## src/rtl/ble_uart_rx.sv

```systemverilog
// ble_uart_rx: 8N1 UART receiver for the BLE module link.
// The RX pin is synchronized, a falling edge starts a frame, and the start bit
// is checked at its mid-point. Data bits are then sampled one bit period apart,
// LSB first. A good byte sets a sticky ready flag. A bad stop bit gives a
// one-cycle framing-error pulse. A good byte that lands while ready is still
// set raises a sticky overrun flag.
module ble_uart_rx #(
    parameter int BAUD_CNT = 2604,
    parameter int HALF_CNT = BAUD_CNT / 2
) (
    input  logic       clk,
    input  logic       rst,
    input  logic       RX,
    input  logic       clr_rdy,
    output logic [7:0] rx_data,
    output logic       rdy,
    output logic       frm_err,
    output logic       ovr_err
);

    localparam int CW = $clog2(BAUD_CNT);
    localparam logic [CW-1:0] BAUD_LOAD = CW'(BAUD_CNT - 1);
    localparam logic [CW-1:0] HALF_LOAD = CW'(HALF_CNT - 1);

    typedef enum logic [1:0] {
        IDLE  = 2'd0,
        START = 2'd1,
        DATA  = 2'd2,
        STOP  = 2'd3
    } state_t;

    // rx_pipe_reg[0..1] form the synchronizer, and rx_pipe_reg[2] holds the
    // previous synchronized value for edge detection.
    logic [2:0]    rx_pipe_reg;
    state_t        state_reg;
    logic [CW-1:0] cnt_reg;
    logic [2:0]    bit_idx_reg;
    logic [7:0]    shifter_reg;
    logic [7:0]    rx_data_reg;
    logic          rdy_reg;
    logic          frm_err_reg;
    logic          ovr_err_reg;

    logic rx_sync;
    logic rx_fall;

    assign rx_sync = rx_pipe_reg[1];
    // The history flop presets to 1, so a line held low through reset does
    // not look like a falling edge afterwards.
    assign rx_fall = ~rx_pipe_reg[1] & rx_pipe_reg[2];

    // First synchronizer stage: capture the raw pin, idle-high on reset.
    always_ff @(posedge clk) begin
        if (rst)
            rx_pipe_reg[0] <= 1'b1;
        else
            rx_pipe_reg[0] <= RX;
    end

    generate
        for (genvar gi = 1; gi < 3; gi++) begin : g_rx_pipe
            // Later synchronizer / history stages, also preset to idle-high.
            always_ff @(posedge clk) begin
                if (rst)
                    rx_pipe_reg[gi] <= 1'b1;
                else
                    rx_pipe_reg[gi] <= rx_pipe_reg[gi-1];
            end
        end
    endgenerate

    // Frame FSM with bit timing, shifting and registered status outputs.
    always_ff @(posedge clk) begin
        if (rst) begin
            state_reg   <= IDLE;
            cnt_reg     <= '0;
            bit_idx_reg <= '0;
            shifter_reg <= '0;
            rx_data_reg <= 8'h00;
            rdy_reg     <= 1'b0;
            frm_err_reg <= 1'b0;
            ovr_err_reg <= 1'b0;
        end else begin
            frm_err_reg <= 1'b0;
            // The consumer acknowledge clears the flags. A byte completing
            // in this same cycle overrides it below, so the set wins.
            if (clr_rdy) begin
                rdy_reg     <= 1'b0;
                ovr_err_reg <= 1'b0;
            end
            case (state_reg)
                IDLE: begin
                    if (rx_fall) begin
                        cnt_reg   <= HALF_LOAD;
                        state_reg <= START;
                    end
                end
                START: begin
                    if (cnt_reg == '0) begin
                        if (!rx_sync) begin
                            cnt_reg     <= BAUD_LOAD;
                            bit_idx_reg <= 3'd0;
                            state_reg   <= DATA;
                        end else begin
                            // Line back high at mid-start: treat it as a glitch.
                            state_reg <= IDLE;
                        end
                    end else begin
                        cnt_reg <= cnt_reg - CW'(1);
                    end
                end
                DATA: begin
                    if (cnt_reg == '0) begin
                        shifter_reg <= {rx_sync, shifter_reg[7:1]};
                        cnt_reg     <= BAUD_LOAD;
                        bit_idx_reg <= bit_idx_reg + 3'd1;
                        if (bit_idx_reg == 3'd7)
                            state_reg <= STOP;
                    end else begin
                        cnt_reg <= cnt_reg - CW'(1);
                    end
                end
                STOP: begin
                    if (cnt_reg == '0) begin
                        state_reg <= IDLE;
                        if (rx_sync) begin
                            rx_data_reg <= shifter_reg;
                            rdy_reg     <= 1'b1;
                            if (rdy_reg && !clr_rdy)
                                ovr_err_reg <= 1'b1;
                        end else begin
                            frm_err_reg <= 1'b1;
                        end
                    end else begin
                        cnt_reg <= cnt_reg - CW'(1);
                    end
                end
                default: state_reg <= IDLE;
            endcase
        end
    end

    assign rx_data = rx_data_reg;
    assign rdy     = rdy_reg;
    assign frm_err = frm_err_reg;
    assign ovr_err = ovr_err_reg;

endmodule

```

## config.mk

```make
export PLATFORM = sky130hd
export DESIGN_NAME = ble_uart_rx
export DESIGN_NICKNAME = d
export VERILOG_FILES = /design/src/rtl/ble_uart_rx.sv
export SDC_FILE = /design/constraint.sdc
export NUM_CORES = 1
export LEC_CHECK = 0
export ABC_CLOCK_PERIOD_IN_PS = 3000
export BUFFER_PORTS_ARGS = -buffer_cell sky130_fd_sc_hd__buf_2
export CORE_ASPECT_RATIO = 1.2
export CORE_MARGIN = 2
export CORE_UTILIZATION = 58
export DETAILED_ROUTE_END_ITERATION = 16
export GPL_TIMING_DRIVEN = 0
export PLACE_DENSITY = 0.77
export REMOVE_ABC_BUFFERS = 1
export SYNTH_ARGS = -nofsm -noshare
export SYNTH_HDL_FRONTEND = slang
export SYNTH_SLANG_ARGS = --single-unit
```

## constraint.sdc

```tcl
create_clock -name clk -period 3 [get_ports clk]
set_input_delay 0.15 -clock clk [delete_from_list [all_inputs] [get_ports clk]]
set_output_delay 0.15 -clock clk [all_outputs]
set_load 0.05 [all_outputs]
```

# Word level (Yosys, flattened, before mapping)
# Cells that the tools add are included.
totals:
  register_bits: 39
  out_inout_bits: 11
classes:
  reduce_logical: 11
  bitwise: 4
  n_eq_ne: 12
  n_mux: 27
  addsub: 2
op_table:
  columns: ["cell", "count"]
  rows:
  - ["$mux 12", 5]
  - ["$pmux 12 s4", 1]
  - ["$ne 2x2->1 const B", 7]
  - ["$logic_not 12->1", 1]
  - ["$mux 2", 6]
  - ["$sub 12x1->12 const B", 1]
  - ["$mux 1", 10]
  - ["$mux 3", 3]
  - ["$pmux 2 s4", 1]
  - ["$pmux 3 s2", 1]
  - ["$reduce_and 3->1", 2]
  - ["$reduce_and 5->1", 1]
  - ["$eq 2x2->1 const B", 2]
  - ["$reduce_and 4->1", 1]
  - ["$add 3x1->3 const B", 1]
  - ["$eq 3x3->1 const B", 1]
  - ["$ne 3x3->1 const B", 1]
  - ["$not 1->1", 3]
  - ["$reduce_or 3->1", 1]
  - ["$eq 2x1->1 const B", 1]
  - ["$logic_not 2->1", 1]
  - ["$reduce_and 2->1", 1]
  - ["$reduce_bool 2->1", 1]
  - ["$and 1x1->1", 1]
  - ["other kinds (2)", 2]

# Logic depth before layout (Yosys ltp)
logic_depth:
  depth_word: 6
  depth_mapped: 9
  depth_no_buf: 7

# Worst setup path before layout
# No wires, ideal clock.
synth_path:
  path_type: "register to register"
  startpoint: "register cnt_reg[4]"
  endpoint: "register cnt_reg[2]"
  t_required_ns: 2.883
  path_buffers: 1
  setup_slack_ns: 0.809
  t_arrival_ns: 2.074
  setup_ns: 0.117
  stages_incl_launch_ff: 7
  cell_sequence: "dfxtp_1 > or4_4 > or4_4 > buf_6 > o21ai_2 > nor2_2 > a32o_1"
synth_via:
  elab_chain_len: 3
  elab_cells_between_ends: 7
synth_lines:
  columns: ["item", "line_no", "text"]
  rows:
  - ["start, declared", "36", "logic [CW-1:0] cnt_reg;"]
  - ["start signal, assigned", "109", "cnt_reg <= cnt_reg - CW'(1);"]
  - ["start signal, assigned", "120", "cnt_reg <= cnt_reg - CW'(1);"]
  - ["start signal, assigned", "135", "cnt_reg <= cnt_reg - CW'(1);"]
  - ["$logic_not 12->1 *", "99, 113, 124", null]
  - ["$mux 12, or another cell as far along", "113", "if (cnt_reg == '0) begin"]
  - ["$pmux 12 s4 / $reduce_and 3->1 (equally long branches)", null, null]
# Every way passes the cells marked *; elsewhere a longest branch is shown, timed or not.
# A chain may end at the register's enable or synchronous reset.

# Worst setup path after layout
layout_path:
  startpoint: "register cnt_reg[4]"
  endpoint: "register cnt_reg[4]"
layout_via:
  elab_chain_len: 3
  elab_cells_between_ends: 9
layout_lines:
  columns: ["item", "line_no", "text"]
  rows:
  - ["$sub 12x1->12 / $logic_not 12->1 (equally long branches)", null, null]
  - ["$mux 12, or another cell as far along", "124", "if (cnt_reg == '0) begin"]
  - ["$pmux 12 s4 / $reduce_and 3->1 (equally long branches)", null, null]
# Several ways; a longest one is shown, not always the timed one. The select of a mux whose other input is x is not followed.

==> metrics.md <==
| Metric | Value |
|---|---|
| Worst skew pair latency | 340 ps |
| Placed cell areas | 1954 um^2 |
| Post-Route M1 WL | 1698 um |
| Largest fanout on the critical path | 7 |
| Nets | 252 |
| # setup viols final | 0 |
| Crit path buf inv count | 0 |
| Slew Limit Fails | 0 |
| Most common cell after layout, fill and taps aside | dfxtp_1 |
| Drt via density | 5.880 |
| Seq cells post-synth | 39 |
| Largest net degree at the start of global routing | 37 |
| CP delay by family, top | simple AND/OR/NAND/NOR gates |
| Top_reg_cell synth | dfxtp_1 |
| Routability congestion estimate | 0.8054 |
| Unrepaired setup endpoints after global routing | false |
| Drt total wl | 3824 um |
| Share of cells above drive strength 1 | 14.23% |
| # DRC | 0 |
| Mean cell area of the mapped netlist | 8.362 um^2 |
| CTS Buf Count | 5 |
| Cell internal pwr | 872.7 uW |
| Sw Ratio | 39.56% |
| EDFF count, synth | 0 |
| Register area share after synthesis | 41.13% |
| Crit Path Category | reg -> reg |
| Tot GR Track Use | 22.17% |
| Worst rel slew slack | 53.12% |
| R2r startpoint | cnt_reg[4]$_SDFFE_PP0P_ |
| I/O pins | 15 |
| Clk sinks | 39 |
| Total grt overflow | 0 |
| Fmax | 408.8 MHz |
| RR Endpoint | cnt_reg[4]$_SDFFE_PP0P_ |
| Final Util | 66.15% |
| CTS root buf | clkbuf_4 |
| Clk buf depth | 2 |
| Netlist cell types | 44 |
| Flop pwr share | 42.0% |
| N_diodes | 0 |
| Post-synth ARST share | 0% |
| Worst path max stage delay | 620 ps |
| CTS tree | built |
| Initial core utilization | 61.57% |
| CP Data Arrival Time | 2690 ps |
| Fin. Hold Viols | 0 |
| Overall power | 1444 uW |
| Startpoint Class | register |
| Final worst path period share | 81.54% |
| Worst-path clk slew | 110 ps |
| Commonest cells after routing, fill and taps aside | 39 x dfxtp_1, 34 x nand2_1, 27 x a21oi_1 |
| Cell Area, Synth | 1898 um^2 |
| Switch Pwr | 571.3 uW |
| Number of global-route vias before repair | 1446 |
| HP Class | in -> reg |
| Global-route wire length before repair | 6506 um |
| Cell depth of the worst setup path | 5 |
| Width of the die | 56.22 um |
| Core Area | 3083 um^2 |
| Chip height | 66.67 um |
| Leakage | 0.0008124 uW |
| Clock Skews | 5.377 ps |
| Crit path cell chain | or4_4 -> or4_4 -> o21ai_2 -> nor2_2 -> a32o_1 |
| CP max-delay cell | or4_4 |
| Worst Reg-to-Reg Cells | 5 |
| Initial antenna violation count | 0 |
| Critical Path Sink Type | register |
| TritonRoute pass-1 iters | 4 |
| Crit path capture | cnt_reg[4]$_SDFFE_PP0P_ |
| Ys Warns | 0 |
| Required @ worst endpoint | 3240 ps |
| Layout area overhead | 7.449% |
| Starting DRT DRC Count | 92 |
| Antenna-violating nets left | 0 |
| Combinational share of power | 39.1% |
| Pre-CTS setup slack | 122.4 ps |
| Max layer used | met4 |
| Post-route setup TNS | 0 ps |
| WL per Instance | 13.91 um |
| Worst IR Drop VDD | 0.0005367 V |
| Power per cell area | 708.0 nW/um^2 |
| Clock power frac | 18.9% |
| Detail Placement HPWL | 2572 um |
| Critical Path Source | cnt_reg[4]$_SDFFE_PP0P_ |
| Routed wl met2 | 1859 um |
| H-tree levels | 2 |
| Final Cell Area | 2039 um^2 |
| Worst Tran Pin Value | 698.0 ps |
| Die ar. | 3748 um^2 |
| Detailed route wirelength on metal3 | 214 um |
| Cells after Synth | 227 |
| Maxcap violations | 0 |
| Max reg flops | 12 |
| Reg2reg setup slack | 550 ps |
| Setup ws final | 553.7 ps |
| Cell mode on critical path | or4_4 |
| Routed vias | 1617 |
| I/O Buffers | 14 |
| Site Rows | 22 |
| Status | complete, no violations |
| Min Tclk post-route | 2446 ps |
## final cells by class
cell class	instances	area [um^2]
flip-flops and latches	39	780.7
well taps	36	45.04
inverters	14	52.55
fillers	279	1044
clock inverters	1	5.005
multi-input cells	163	1015
repair buffers	16	90.09
clock buffers	6	51.30
## layer usage
layer,vias to the layer above,GRT usage (%)
li1,827,-
met1,738,27.42
met2,44,37.35
met3,8,5.631
met4,0,8.036
met5,-,0
## timing repair
item                                    CTS  global route
hold buffers                              2             0
resized for setup                         0             1
setup buffers                             0             0
hold endpoints to repair                  2             0
endpoints found under the setup margin    0            11
## power groups by stage
stage / sequential [uW] / clock (uW) / combinational [uW]
after floorplan: 603 / 0 / 425
after global placement: 615 / 0 / 536
final: 607 / 273 / 564
after detailed placement: 616 / 0 / 538
after CTS: 604 / 279 / 543
after global routing: 617 / 303 / 627
## synthesized netlist by cell type, types with 5 or more instances
cell type  count  area share, %
ha_1           9            5.9
dfxtp_1       39             41
clkbuf_1       6            1.2
inv_1         14            2.8
or2_2          5            1.6
nor3_1         6            1.6
nand2_1       34            6.7
a21oi_1       27            7.1
o21ai_0        8            2.1
nand3_1       10            2.6
nor2_1        10            2.0
## how the worst min path moves through the flow
stage	end	slack (ps)	cells past startpoint	from
2_1_floorplan	cnt_reg[11]$_SDFFE_PP0P_	220	1	rst
3_3_place_gp	ovr_err$_SDFF_PP0_	330	2	clr_rdy
3_5_place_dp	ovr_err$_SDFF_PP0_	330	2	clr_rdy
4_1_cts	bit_idx_reg[0]$_SDFFE_PP0P_	310	2	rst
5_1_grt	bit_idx_reg[0]$_SDFFE_PP0P_	340	2	rst
6_report	bit_idx_reg[1]$_SDFFE_PP0P_	310	2	rst
## stage by stage
stage | cells | hold slack, ps
final | 275 | 312.3
after global routing | 275 | 336.5
after CTS | 275 | 314.2
after detailed placement | 266 | 332.8
after global placement | 266 | 328.9
after floorplan | 216 | 216.2
## cell families (layout without fill, tap and decap cells)
logic type	after synthesis	in the layout	synth area share, %
AO/OA/AOI/OAI	63	63	22.15
flip-flops	39	39	41.13
buffers and inverters	25	37	5.866
adder cells (fa/ha/maj)	9	9	5.933
AND/OR/NAND/NOR	87	87	22.81
multiplexers	4	4	2.110
(Power assumes the default switching activity.)
